==> src/rtl/capture_pkg.sv <==
// Shared types and constants for the camera capture frame sequencer.
// Holds the resolution/state encodings, register map offsets and frame sizes.
package capture_pkg;

  typedef enum logic [1:0] {
    RES_VGA     = 2'b00,
    RES_XGA     = 2'b01,
    RES_SXGA    = 2'b10,
    RES_VGA_ALT = 2'b11
  } resol_t;

  typedef enum logic [1:0] {
    ST_IDLE,
    ST_SYNC,
    ST_ACTIVE,
    ST_DONE
  } cap_state_t;

  localparam logic [15:0] OFF_CAPADDR = 16'h0000;
  localparam logic [15:0] OFF_CAPCTRL = 16'h0004;
  localparam logic [15:0] OFF_CAPINT  = 16'h0008;
  localparam logic [15:0] OFF_CAPFIFO = 16'h000C;

  localparam int unsigned CAPINT_IRQEN  = 0;
  localparam int unsigned CAPINT_CBLANK = 1;
  localparam int unsigned CAPINT_FERR   = 2;
  localparam logic [31:0] CBLANK_MASK   = 32'h0000_0002;

  localparam logic [20:0] PIX_VGA  = 21'd307200;
  localparam logic [20:0] PIX_XGA  = 21'd786432;
  localparam logic [20:0] PIX_SXGA = 21'd1310720;

  function automatic logic [20:0] pix_count(input resol_t r);
    case (r)
      RES_XGA:  return PIX_XGA;
      RES_SXGA: return PIX_SXGA;
      default:  return PIX_VGA;
    endcase
  endfunction

endpackage

==> src/rtl/capture_regs.sv <==
// Register block for the capture path: CAPADDR/CAPCTRL/CAPINT/CAPFIFO decode,
// W1C sticky status bits and the registered read-data mux.
module capture_regs
  import capture_pkg::*;
#(
  parameter logic [15:0] BASE_ADDR = 16'h1000
) (
  input  logic        i_clk,
  input  logic        i_rst,
  input  logic [15:0] i_wraddr,
  input  logic [3:0]  i_byteen,
  input  logic        i_wren,
  input  logic [31:0] i_wdata,
  input  logic [15:0] i_rdaddr,
  input  logic        i_rden,
  input  logic        i_set_cblank,
  input  logic        i_set_ferr,
  input  logic        i_fifo_over,
  input  logic        i_fifo_under,
  output logic [31:0] o_rdata,
  output logic [31:0] o_capaddr,
  output logic        o_capon,
  output logic        o_cap_irq
);

  logic [31:0] r_capaddr;
  logic        r_capon;
  logic        r_irqen;
  logic        r_cblank;
  logic        r_ferr;
  logic        r_over;
  logic        r_under;
  logic [31:0] r_rdata;

  logic        w_wsel_addr, w_wsel_ctrl, w_wsel_int, w_wsel_fifo;
  logic        w_clr_cblank, w_clr_ferr, w_clr_over, w_clr_under;
  logic [31:0] w_rdmux;

  assign w_wsel_addr = i_wren && (i_wraddr == BASE_ADDR + OFF_CAPADDR);
  assign w_wsel_ctrl = i_wren && (i_wraddr == BASE_ADDR + OFF_CAPCTRL);
  assign w_wsel_int  = i_wren && (i_wraddr == BASE_ADDR + OFF_CAPINT);
  assign w_wsel_fifo = i_wren && (i_wraddr == BASE_ADDR + OFF_CAPFIFO);

  assign w_clr_cblank = w_wsel_int  && i_byteen[0] && (|(i_wdata & CBLANK_MASK));
  assign w_clr_ferr   = w_wsel_int  && i_byteen[0] && i_wdata[CAPINT_FERR];
  assign w_clr_over   = w_wsel_fifo && i_byteen[0] && i_wdata[0];
  assign w_clr_under  = w_wsel_fifo && i_byteen[0] && i_wdata[1];

  always_comb begin
    w_rdmux = '0;
    if (i_rdaddr == BASE_ADDR + OFF_CAPADDR) begin
      w_rdmux = r_capaddr;
    end else if (i_rdaddr == BASE_ADDR + OFF_CAPCTRL) begin
      w_rdmux[0] = r_capon;
    end else if (i_rdaddr == BASE_ADDR + OFF_CAPINT) begin
      w_rdmux[CAPINT_IRQEN]  = r_irqen;
      w_rdmux[CAPINT_CBLANK] = r_cblank;
      w_rdmux[CAPINT_FERR]   = r_ferr;
    end else if (i_rdaddr == BASE_ADDR + OFF_CAPFIFO) begin
      w_rdmux[1:0] = {r_under, r_over};
    end
  end

  always_ff @(posedge i_clk) begin
    if (i_rst) begin
      r_capaddr <= '0;
      r_capon   <= 1'b0;
      r_irqen   <= 1'b0;
      r_cblank  <= 1'b0;
      r_ferr    <= 1'b0;
      r_over    <= 1'b0;
      r_under   <= 1'b0;
      r_rdata   <= '0;
    end else begin
      if (w_wsel_addr) begin
        for (int unsigned b = 0; b < 4; b++) begin
          if (i_byteen[b]) r_capaddr[b*8 +: 8] <= i_wdata[b*8 +: 8];
        end
      end
      if (w_wsel_ctrl && i_byteen[0]) r_capon <= i_wdata[0];
      if (w_wsel_int  && i_byteen[0]) r_irqen <= i_wdata[CAPINT_IRQEN];
      // hardware set beats a same-cycle W1C
      r_cblank <= i_set_cblank | (r_cblank & ~w_clr_cblank);
      r_ferr   <= i_set_ferr   | (r_ferr   & ~w_clr_ferr);
      r_over   <= i_fifo_over  | (r_over   & ~w_clr_over);
      r_under  <= i_fifo_under | (r_under  & ~w_clr_under);
      if (i_rden) r_rdata <= w_rdmux;
    end
  end

  assign o_rdata   = r_rdata;
  assign o_capaddr = r_capaddr;
  assign o_capon   = r_capon;
  assign o_cap_irq = r_cblank & r_irqen;

endmodule

==> src/rtl/capture_frame_ctrl.sv <==
// Frame-level capture sequencer: waits for a VSYNC fall, gates whole frames into
// the write path and flags CBLANK/FRAME_ERR. FRAME_DIV_LOG2 scales frame sizes (0 = real).
module capture_frame_ctrl
  import capture_pkg::*;
#(
  parameter logic [15:0] BASE_ADDR      = 16'h1000,
  parameter int unsigned CNT_W          = 21,
  parameter int unsigned FRAME_DIV_LOG2 = 0
) (
  input  logic        ACLK,
  input  logic        ARESET,
  input  logic [1:0]  RESOL,
  input  logic        VSYNC,
  input  logic        PIX_VALID,
  input  logic        FIFO_OVER,
  input  logic        FIFO_UNDER,
  input  logic [15:0] WRADDR,
  input  logic [3:0]  BYTEEN,
  input  logic        WREN,
  input  logic [31:0] WDATA,
  input  logic [15:0] RDADDR,
  input  logic        RDEN,
  output logic [31:0] RDATA,
  output logic        CAP_EN,
  output logic        FRAME_START,
  output logic [31:0] FRAME_BASE,
  output logic        CAP_IRQ
);

  cap_state_t       r_state;
  logic             r_vs, r_vs_d;
  logic             r_cap_en;
  logic             r_frame_start;
  logic [31:0]      r_frame_base;
  logic [CNT_W-1:0] r_pix_cnt;
  logic [CNT_W-1:0] r_expected;
  logic             r_set_cblank;
  logic             r_set_ferr;

  logic             w_vs_fall, w_vs_rise, w_last;
  logic             w_capon;
  logic [31:0]      w_capaddr;
  logic [CNT_W-1:0] w_expected;

  assign w_vs_fall  = r_vs_d & ~r_vs;
  assign w_vs_rise  = ~r_vs_d & r_vs;
  assign w_expected = CNT_W'(pix_count(resol_t'(RESOL)) >> FRAME_DIV_LOG2);
  assign w_last     = PIX_VALID && (r_pix_cnt == r_expected - CNT_W'(1));

  capture_regs #(.BASE_ADDR(BASE_ADDR)) u_regs (
    .i_clk        (ACLK),
    .i_rst        (ARESET),
    .i_wraddr     (WRADDR),
    .i_byteen     (BYTEEN),
    .i_wren       (WREN),
    .i_wdata      (WDATA),
    .i_rdaddr     (RDADDR),
    .i_rden       (RDEN),
    .i_set_cblank (r_set_cblank),
    .i_set_ferr   (r_set_ferr),
    .i_fifo_over  (FIFO_OVER),
    .i_fifo_under (FIFO_UNDER),
    .o_rdata      (RDATA),
    .o_capaddr    (w_capaddr),
    .o_capon      (w_capon),
    .o_cap_irq    (CAP_IRQ)
  );

  always_ff @(posedge ACLK) begin
    if (ARESET) begin
      r_state       <= ST_IDLE;
      r_vs          <= 1'b0;
      r_vs_d        <= 1'b0;
      r_cap_en      <= 1'b0;
      r_frame_start <= 1'b0;
      r_frame_base  <= '0;
      r_pix_cnt     <= '0;
      r_expected    <= '0;
      r_set_cblank  <= 1'b0;
      r_set_ferr    <= 1'b0;
    end else begin
      r_vs          <= VSYNC;
      r_vs_d        <= r_vs;
      r_frame_start <= 1'b0;
      r_set_cblank  <= 1'b0;
      r_set_ferr    <= 1'b0;
      case (r_state)
        ST_IDLE: begin
          if (w_capon) r_state <= ST_SYNC;
        end
        ST_SYNC: begin
          if (!w_capon) begin
            r_state <= ST_IDLE;
          end else if (w_vs_fall) begin
            r_state       <= ST_ACTIVE;
            r_cap_en      <= 1'b1;
            r_frame_start <= 1'b1;
            r_frame_base  <= w_capaddr;
            r_pix_cnt     <= '0;
            r_expected    <= w_expected;
          end
        end
        ST_ACTIVE: begin
          // a last pixel coinciding with vs_rise still counts as a whole frame
          if (w_last) begin
            r_cap_en <= 1'b0;
            if (w_vs_rise) begin
              r_set_cblank <= 1'b1;
              r_state      <= w_capon ? ST_SYNC : ST_IDLE;
            end else begin
              r_state <= ST_DONE;
            end
          end else if (w_vs_rise) begin
            r_cap_en   <= 1'b0;
            r_set_ferr <= 1'b1;
            r_state    <= ST_SYNC;
          end else if (PIX_VALID) begin
            r_pix_cnt <= r_pix_cnt + CNT_W'(1);
          end
        end
        ST_DONE: begin
          if (w_vs_rise) begin
            r_set_cblank <= 1'b1;
            r_state      <= w_capon ? ST_SYNC : ST_IDLE;
          end
        end
        default: r_state <= ST_IDLE;
      endcase
    end
  end

  assign CAP_EN      = r_cap_en;
  assign FRAME_START = r_frame_start;
  assign FRAME_BASE  = r_frame_base;

endmodule

==> config.mk <==
export PLATFORM = sky130hd
export DESIGN_NAME = capture_frame_ctrl
export DESIGN_NICKNAME = d
export VERILOG_FILES = /design/src/rtl/capture_pkg.sv /design/src/rtl/capture_regs.sv /design/src/rtl/capture_frame_ctrl.sv
export SDC_FILE = /design/constraint.sdc
export NUM_CORES = 1
export LEC_CHECK = 0
export ABC_AREA = 1
export BUFFER_PORTS_ARGS = -buffer_cell sky130_fd_sc_hd__buf_4
export CORE_MARGIN = 8
export CORE_UTILIZATION = 50
export DETAILED_ROUTE_END_ITERATION = 16
export PLACE_DENSITY = 0.81
export SLEW_MARGIN = 15
export SYNTH_ARGS = -nofsm -noshare
export SYNTH_HDL_FRONTEND = slang
export SYNTH_SLANG_ARGS = --single-unit
==> constraint.sdc <==
create_clock -name ACLK -period 2.35 [get_ports ACLK]
set_clock_uncertainty 0.05 [all_clocks]
set_input_delay 0.1175 -clock ACLK [delete_from_list [all_inputs] [get_ports ACLK]]
set_output_delay 0.1175 -clock ACLK [all_outputs]
set_load 0.01 [all_outputs]
After elaboration in Yosys (flattened, before gate mapping):

Index checks and enable logic that the tools add are counted.

* bits in read-only memories: 0
* bits in registers: 152
* output and inout bits: 67
* logic and storage cells: 122
* memories: 0
* input bits: 78
* memory bits (writable): 0
* bits in latches: 0

* reduce and logical (&&, ||, !) cells: 24
* bitwise gates (word level): 20
* $mul: 0
* mux-type cells: 32
* divide/modulo/power cells: 0
* magnitude comparators: 0
* shifts and indexed selects: 0
* eq/ne operators: 23
* add/sub/neg operators: 2

Operators with widths (number)
* 16-bit by 13-bit == test with 1-bit output, second input constant: 8
* 21-bit two-way mux: 5
* 21-bit one-hot mux with 2 select lines: 2
* 29-bit two-way mux: 1
* 21-bit by 1-bit adder with 21-bit output, second input constant: 1
* 21-bit == test: 1
* 21-bit by 1-bit subtractor with 21-bit output, second input constant: 1
* 2-bit two-way mux: 10
* 1-bit logical AND: 12
* 1-bit two-way mux: 10
* 2-bit != test, second input constant: 5
* 1-bit NOT: 9
* 2-bit one-hot mux with 4 select lines: 1
* 2-bit AND reduction: 4
* 4-bit AND reduction: 2
* 1-bit bitwise AND: 7
* 2-bit == test, second input constant: 3
* 3-bit != test, second input constant: 2
* 6-bit AND reduction: 1
* 3-bit OR reduction: 2
* 2-bit by 1-bit == test with 1-bit output, second input constant: 2
* 2-bit by 1-bit != test with 1-bit output, second input constant: 2
* 1-bit OR: 4
* 1-bit one-hot mux with 2 select lines: 2
* other kinds (4): 4

Depth between registers and ports, before layout:

Gate-level depths: netlist of the first run.

* word-level depth: 7
* depth in mapped cells: 15
* gate-level depth less buffers: 14

Hierarchy:

Synthesis of the first run repeated with hierarchy kept, for this count alone.

* cell total of the unflattened synthesis: 837
* area, all modules: 5989.5 um^2

By module, submodules not included
* capture_frame_ctrl: cells each 458, area an instance 3096.7 um^2, sequential area each 1301.2 um^2, instances 1
* capture_regs: cells each 379, area an instance 2892.8 um^2, sequential area each 1401.3 um^2, instances 1

Worst setup path after synthesis of the first run:

OpenSTA, ideal clock, no wires.

* kind: reg-to-reg
* start point: reg r_expected[15]
* end point: reg r_pix_cnt[5]
* arrival: 1.572 ns
* stages on the path, launching flop included: 15
* slack: 0.617 ns
* path buffers: 1
* period minus slack after synthesis: 1.733 ns
* data required time: 2.189 ns
* setup time: 0.111 ns
* cell sequence: dfxtp_1 inv_1 ha_1 inv_1 nand2_1 nand2_1 nor2_1 nand2_1 nor2_1 nand3_4 nand3_4 buf_4 nand3_1 nand2_1 nor2_2

* cells in the longest elaborated chain, start to end: 5

RTL lines
* start: declaration: line capture_frame_ctrl.sv:36 `logic [CNT_W-1:0] r_expected;`
* start signal: assignment: line capture_frame_ctrl.sv:100 `r_expected <= w_expected;`
* 21-bit by 1-bit subtractor with 21-bit output: line capture_frame_ctrl.sv:48 `assign w_last = PIX_VALID && (r_pix_cnt == r_expected - CNT_W'(1));`
* 21-bit == test: line capture_frame_ctrl.sv:48
* 1-bit logical AND: line capture_frame_ctrl.sv:48
* 2-bit != test (no source line)
* 6-bit AND reduction (no source line)
* end signal: assignment: line capture_frame_ctrl.sv:118 `r_pix_cnt <= r_pix_cnt + CNT_W'(1);`
* end: declaration: line capture_frame_ctrl.sv:35 `logic [CNT_W-1:0] r_pix_cnt;`

Every way passes these cells.
A chain may end at the register's enable or synchronous reset.

Worst setup path after layout of the first run:

* start point: reg r_pix_cnt[1]
* end point: reg r_pix_cnt[2]

* cells in the longest elaborated chain, start to end: 5
* elaborated cells between the ends (all ways): 9
* classes of those cells: add/sub: 1; eq/ne: 2; mux: 4; reduce/logical: 2

RTL lines
* 21-bit by 1-bit adder with 21-bit output: line capture_frame_ctrl.sv:118
* 21-bit two-way mux: line capture_frame_ctrl.sv:117 `end else if (PIX_VALID) begin`
* 21-bit two-way mux: line capture_frame_ctrl.sv:113 `end else if (w_vs_rise) begin`
* 21-bit two-way mux: line capture_frame_ctrl.sv:105 `if (w_last) begin`
* 21-bit one-hot mux with 2 select lines: line capture_frame_ctrl.sv:87 `case (r_state)`

Parallel ways exist; a longest one is shown, timed or not. The select of a mux whose other input is x is not followed.

==> flow_summary.ini, run 1 <==
[synthesis]
yosys-top-cells-count = nor2_1, dfxtp_1, nand2_1, o21ai_0
syn_area_sq_um = 5970
synth_most_common_cell = nor2_1
synth_nets = 934
synthFlopType = dfxtp_1
synth_edf_count = 0
synthTopCellsByArea = dfxtp_1, nor2_1, o21ai_0
synth_seq_cells = 135
synth.distinct_cells = 32
synth_warnings = 0
yosysSeqAreaShare = 0.453
syn_inst = 852
postSynth.asyncResetShare = 0
avgSynthCellArea_sq_um = 7.00
yosysTopAreaCell = dfxtp_1
netlist.area_leader.share = 0.453

[timing]
fmax_ghz = 0.469
worst_slew_pin_slew_ps = 797
rsz0062_at_grt = no
period_share = 0.907
hold_viol = 0
fin_crit_ps = 2130
max_slew_margin = 0.468
finalSetupTns_ps = 0
drv_slew = 0
setup_viol = 0

[worst_setup_path]
worstPathRequired_ps = 2650
cp-start-kind = register
r2r_start = r_pix_cnt[1]
rr_worst_depth = 9
worstPathCellList = ha_1, nand3_2, nor3_4, nand3_4, nand3_4, nand2_4, inv_6, nor2_1, nor2_1
end_kind = register
crit_path_max_incr_delay_ps = 400
path_class = register to register
cp_max_fo = 22
worstReg2RegEnd = r_pix_cnt[2]
slowest_stage = dfxtp_1
rrSetupSlack_ps = 220
critical_path_arrival_ps = 2440

[routing]
ant_nets = 0
wirelength_um = 17900
vias_per_cell = 5.24
wl_per_cell_um = 15.1
vias = 6209
drt_iter0_drc = 443
drc = 0
first_pass_iters = 5

[final_layout]
syn_to_final_growth_pct = 37.0
finalInstanceArea_sq_um = 8180
fill_cells = 922
num_antenna_cells = 0
fin_nets = 1107
drive_above_1_share = 0.203

[pwr]
swShare = 0.254
p_sw_uw = 1500
powerDensity_nw_per_um2 = 723
pwr-share-seq = 0.415
combPwrFrac = 0.120
clockPowerShare = 0.465
vdd_ir_drop_max_uv = 403
p_leak_uw = 0.00369
p_int_uw = 4410

[worst_hold_path]
hold_class = input pin to register
min_path_cells = 4
worst_hold_startpoint = WRADDR[3]
hold_end = u_regs.o_capon

[global_routing]
grt_pass1_wl_um = 29800
grt_max_degree = 63
grt_usage = 0.228
grt_overflow = 0
antenna_found_initial = 0
grt_pass1_vias = 6191

[floorplanning]
die-height_um = 125
core_sq_um = 11800
row_count = 40
die_area_sq_um = 15700
die_x_um = 125
start_util = 0.505
ios = 145

[clock_tree]
cts_tree = yes
cts_buffers = 17
cts_buffer_depth = 2
cts-htree-levels = 4
cts-resized-gates = 0
insertion_delay_ps = 420
clock-root-buffer = clkbuf_16
cts_sinks = 135
clk_pin_slew_ps = 60

[job]
maxCapViolCount = 0

[outcome]
outcome = complete, no violations

[placement]
io_buffers = 144
dp_hpwl_um = 11600
place.gp.congestion = 0.906
placed_area_sq_um = 7170
-- cell type report --
class	instances	area [sq um]	share of cell area
clock buffers	20	457	0.0559
clock inverters	12	150	0.0184
inverters	72	275	0.0337
multi-input cells	603	2800	0.342
flip-flops and latches	135	2700	0.331
well taps	147	184	0.0225
repair buffers	196	1610	0.197
-- per-layer routing --
metal / share of wire / up-vias / global-route usage / wire length (um)
met2: 0.49 / 215 / 0.396 / 8730
met4: 0.018 / 0 / 0.0759 / 326
met1: 0.42 / 2842 / 0.258 / 7520
met5: 0 / - / 0 / 0
li1: - / 3117 / - / -
met3: 0.076 / 35 / 0.0735 / 1360
-- placed cells by master (no fill, tap or decap), drive strengths merged --
master / n
nor2: 192
buf: 156
dfxtp: 135
nand2: 118
o21ai: 111
inv: 70
a21oi: 61
nand3: 54
nor3: 42
dlygate4sd3: 40
clkbuf: 20
clkinv: 8
nand4: 7
ha: 4
nand3b: 3
xnor2: 3
xor2: 3
bufinv: 3
clkinvlp: 3
nor4: 2
or2: 1
a211oi: 1
o31ai: 1
-- per-stage QoR --
step,util,cells,hold WS (ps),power [uW],worst slack [ps]
2_1_floorplan,-,852,174,2890,617
3_5_place_dp,0.607,1113,302,3140,298
5_1_grt,0.692,1185,82.8,6110,33.5
6_report,0.692,1185,47.0,5910,218
4_1_cts,0.692,1185,36.5,5920,227
3_3_place_gp,0.607,1113,298,3120,373
-- worst max-delay path by stage --
stage,slack [ps],from,depth (start not counted),to
after floorplan,620,r_expected[15],14,r_pix_cnt[5]
after global placement,370,r_expected[15],14,r_pix_cnt[10]
after detailed placement,300,r_expected[15],14,r_pix_cnt[10]
after CTS,230,r_pix_cnt[1],9,r_pix_cnt[2]
after global routing,30,r_expected[15],14,r_pix_cnt[3]
final,220,r_pix_cnt[1],9,r_pix_cnt[2]
-- cell families (layout without fill, tap and decap cells) --
group / after synthesis / count (layout) / share of synthesized area
buffers and inverters: 114 / 300 / 0.0791
XOR/XNOR: 6 / 6 / 0.00881
flip-flops: 135 / 135 / 0.453
AND/OR/NAND/NOR: 419 / 419 / 0.304
adder cells (fa/ha/maj): 4 / 4 / 0.00839
AO/OA/AOI/OAI: 174 / 174 / 0.147
-- repair_timing --
item	4_1_cts	5_1_grt
hold buffers	40	0
endpoints found under the hold margin	49	0
setup buffers	0	0
-- power by group through the flow --
stage | Clock, uW | Combinational, uW | Sequential, uW
2_1_floorplan | 0 | 394 | 2500
3_3_place_gp | 0 | 625 | 2500
3_5_place_dp | 0 | 636 | 2500
4_1_cts | 2760 | 701 | 2450
5_1_grt | 2850 | 793 | 2460
6_report | 2750 | 707 | 2460
-- worst max-delay path: cells and delay by family (launching register included) --
kind | cells | cell delay [ps]
fa+ha+maj | 1 | 250
flops | 1 | 400
buf+inv | 1 | 170
simple gates | 7 | 1210
-- sequential cells by signal, indices dropped and copies added, names as in the netlist, 2 cells and up --
register          flops
r_expected            4
u_regs.o_capaddr     32
u_regs.o_rdata       32
r_pix_cnt            21
FRAME_BASE           32
r_state               2
No activity file was read; power rests on OpenSTA's default activity.
==> inputs of run 2 (changes only) <==
--- a/config.mk
+++ b/config.mk
@@ -5,12 +5,12 @@
 export SDC_FILE = /design/constraint.sdc
 export NUM_CORES = 1
 export LEC_CHECK = 0
-export ABC_AREA = 1
+export ABC_AREA = 0
 export BUFFER_PORTS_ARGS = -buffer_cell sky130_fd_sc_hd__buf_4
 export CORE_MARGIN = 8
 export CORE_UTILIZATION = 50
 export DETAILED_ROUTE_END_ITERATION = 16
-export PLACE_DENSITY = 0.81
+export PLACE_DENSITY = 0.82
 export SLEW_MARGIN = 15
 export SYNTH_ARGS = -nofsm -noshare
 export SYNTH_HDL_FRONTEND = slang
==> run 2 against run 1 <==
Against the previous run: critical path type unchanged; clock-buffer cell count is 2 lower; non-clock buffer count up 19; critical endpoint is now r_pix_cnt[17]; hold slack lost 30 ps; sequential share of layout area grew 1.0 points; design area decreased by 3.0%; clock power down 4%; via count shrank 9.9%; combinational power shrank 65%; largest cell class is now sequential cells; worst setup slack lost 160 ps.
==> flow_summary.ini, run 2 <==
[worst_setup_path]
critical_path_arrival_ps = 2670
critPathBufInv = 1
worstPathRequired_ps = 2720
cp-start-kind = register
end_kind = register
crit_path_max_incr_delay_ps = 530
worstPathCellList = xnor3_1, and4_4, nand4_4, a41oi_4, buf_12, or4_1, a21oi_2
cp_max_fo = 8
slowest_stage = or4_1
path_class = register to register
critPathTopFamily = simple AND/OR/NAND/NOR gates

[clock_tree]
cts_buffers = 17
cts-htree-levels = 4
clock-root-buffer = clkbuf_8
cts_sinks = 135
clk_pin_slew_ps = 70
cts_buffer_depth = 2
insertion_delay_ps = 510
cts_tree = yes

[pwr]
clockPowerShare = 0.511
p_sw_uw = 1190
vdd_ir_drop_max_uv = 517
swShare = 0.229
pwr-share-seq = 0.441
powerDensity_nw_per_um2 = 655
combPwrFrac = 0.048
p_int_uw = 4010
p_leak_uw = 0.00315

[synthesis]
synthTopCellsByArea = dfxtp_1, a21oi_1, nand2_1
synthFlopType = dfxtp_1
synth_seq_cells = 135
avgSynthCellArea_sq_um = 8.16
synth_edf_count = 0
netlist.area_leader.share = 0.493
synth_nets = 754
yosysTopAreaCell = dfxtp_1
syn_area_sq_um = 5480
synth.distinct_cells = 52
synth_warnings = 0
yosys-top-cells-count = nand2_1, dfxtp_1, a21oi_1, nor2_1, nor2b_1
synth_most_common_cell = nand2_1
yosysSeqAreaShare = 0.493
postSynth.asyncResetShare = 0
syn_inst = 672

[routing]
wirelength_um = 17300
met2WireLength_um = 8860
vias = 5595
wl_met1_um = 6750
ant_nets = 0
drt_iter0_drc = 402
first_pass_iters = 4
top_layer_used = met4
vias_per_cell = 5.49
wl_met3_um = 1090
wl_per_cell_um = 16.9
drc = 0

[outcome]
outcome = complete, no violations

[floorplanning]
ios = 145
core_sq_um = 10800
row_count = 38
die-height_um = 121
start_util = 0.508
die_area_sq_um = 14600
die_x_um = 121

[timing]
fin_crit_ps = 2300
whs_ps = 17.3
max_slew_margin = 0.662
hold_viol = 0
worst_slew_pin_slew_ps = 507
setup_viol = 0
period_share = 0.977
drv_slew = 0
fmax_ghz = 0.435

[final_layout]
layout_commonest_cell = buf_4
stdcell_count = 1020
num_antenna_cells = 0
syn_to_final_growth_pct = 44.7
fin_nets = 949
final_cell_mix = buf_4, nand2_1, dfxtp_1, a21oi_1, dlygate4sd3_1
drive_above_1_share = 0.234
fin_util = 0.735

[placement]
placed_cells = 927
dp_hpwl_um = 10700
place.gp.congestion = 0.827
io_buffers = 144

[global_routing]
grt_overflow = 0
antenna_found_initial = 0
grt_pass1_vias = 5713
grt_usage = 0.230
grt_pass1_wl_um = 27500
grt_max_degree = 49

[worst_hold_path]
hold_class = input pin to register

[job]
maxCapViolCount = 0
==> run 2: power by group through the flow <==
stage	Clock, uW	Sequential [uW]	Combinational, uW
after CTS	2660	2290	245
final	2650	2300	250
after floorplan	0	2340	58.3
after global routing	2780	2290	266
after detailed placement	0	2350	180
after global placement	0	2350	175
==> run 2: worst reg2reg max path, stage by stage (launching register included) <==
cell and delay (ps):
dfxtp_1 410, xnor3_1 410, and4_4 210, nand4_4 110, a41oi_4 140, buf_12 190, or4_1 530, a21oi_2 160
==> run 2: area by class of cell <==
type	instances	area, sq um
Clock buffer	18	428
Clock inverter	14	161
Fill cell	737	2860
Inverter	10	37.5
Multi-Input combinational cell	488	2610
Sequential cell	135	2700
Tap cell	140	175
Timing Repair Buffer	215	1820
==> run 2: logic make-up (layout without fill, tap and decap cells) <==
kind of cell / count (synthesis) / in the layout / share of synthesized area
buffers and inverters: 49 / 257 / 0.0381
adders and majority gates: 4 / 4 / 0.00913
AOI/OAI and AO/OA: 152 / 152 / 0.154
muxes: 8 / 8 / 0.0194
DFF: 135 / 135 / 0.493
xor gates and xnor gates: 5 / 5 / 0.0105
and+or+nand+nor: 319 / 319 / 0.276
==> run 2: path summary, 6_finish.rpt <==
check,startpoint,endpoint,slack (ps),depth (start not counted)
min,RDADDR[9],u_regs.o_rdata[0],20,5
max reg2reg,r_pix_cnt[19],r_pix_cnt[17],50,7
min reg2reg,r_set_cblank,u_regs.r_cblank,390,2
max,r_pix_cnt[19],r_pix_cnt[17],50,7
==> run 2: through the flow <==
step / TNS, ps / area [sq um] / setup WS, ps / power, uW
finish: 0 / 7930 / 53.7 / 5200
global route: -21.8 / 7930 / -16.3 / 5340
CTS: 0 / 7830 / 12.3 / 5200
detailed placement: 0 / 6660 / 53.2 / 2530
global placement: 0 / 6660 / 116 / 2520
floorplan: 0 / 5480 / 172 / 2400
==> run 2: per-layer routing <==
layer  GRT usage  up-vias
met5           0        -
met4       0.112        0
met3      0.0615       50
met2       0.401      249
met1       0.255     2616
li1            -     2680
==> run 2: timing repair <==
action,in CTS,in global routing
hold buffers,58,0
setup buffers,0,1
endpoints found under the hold margin,50,0
setup endpoints to repair,0,6
resized for setup,0,8
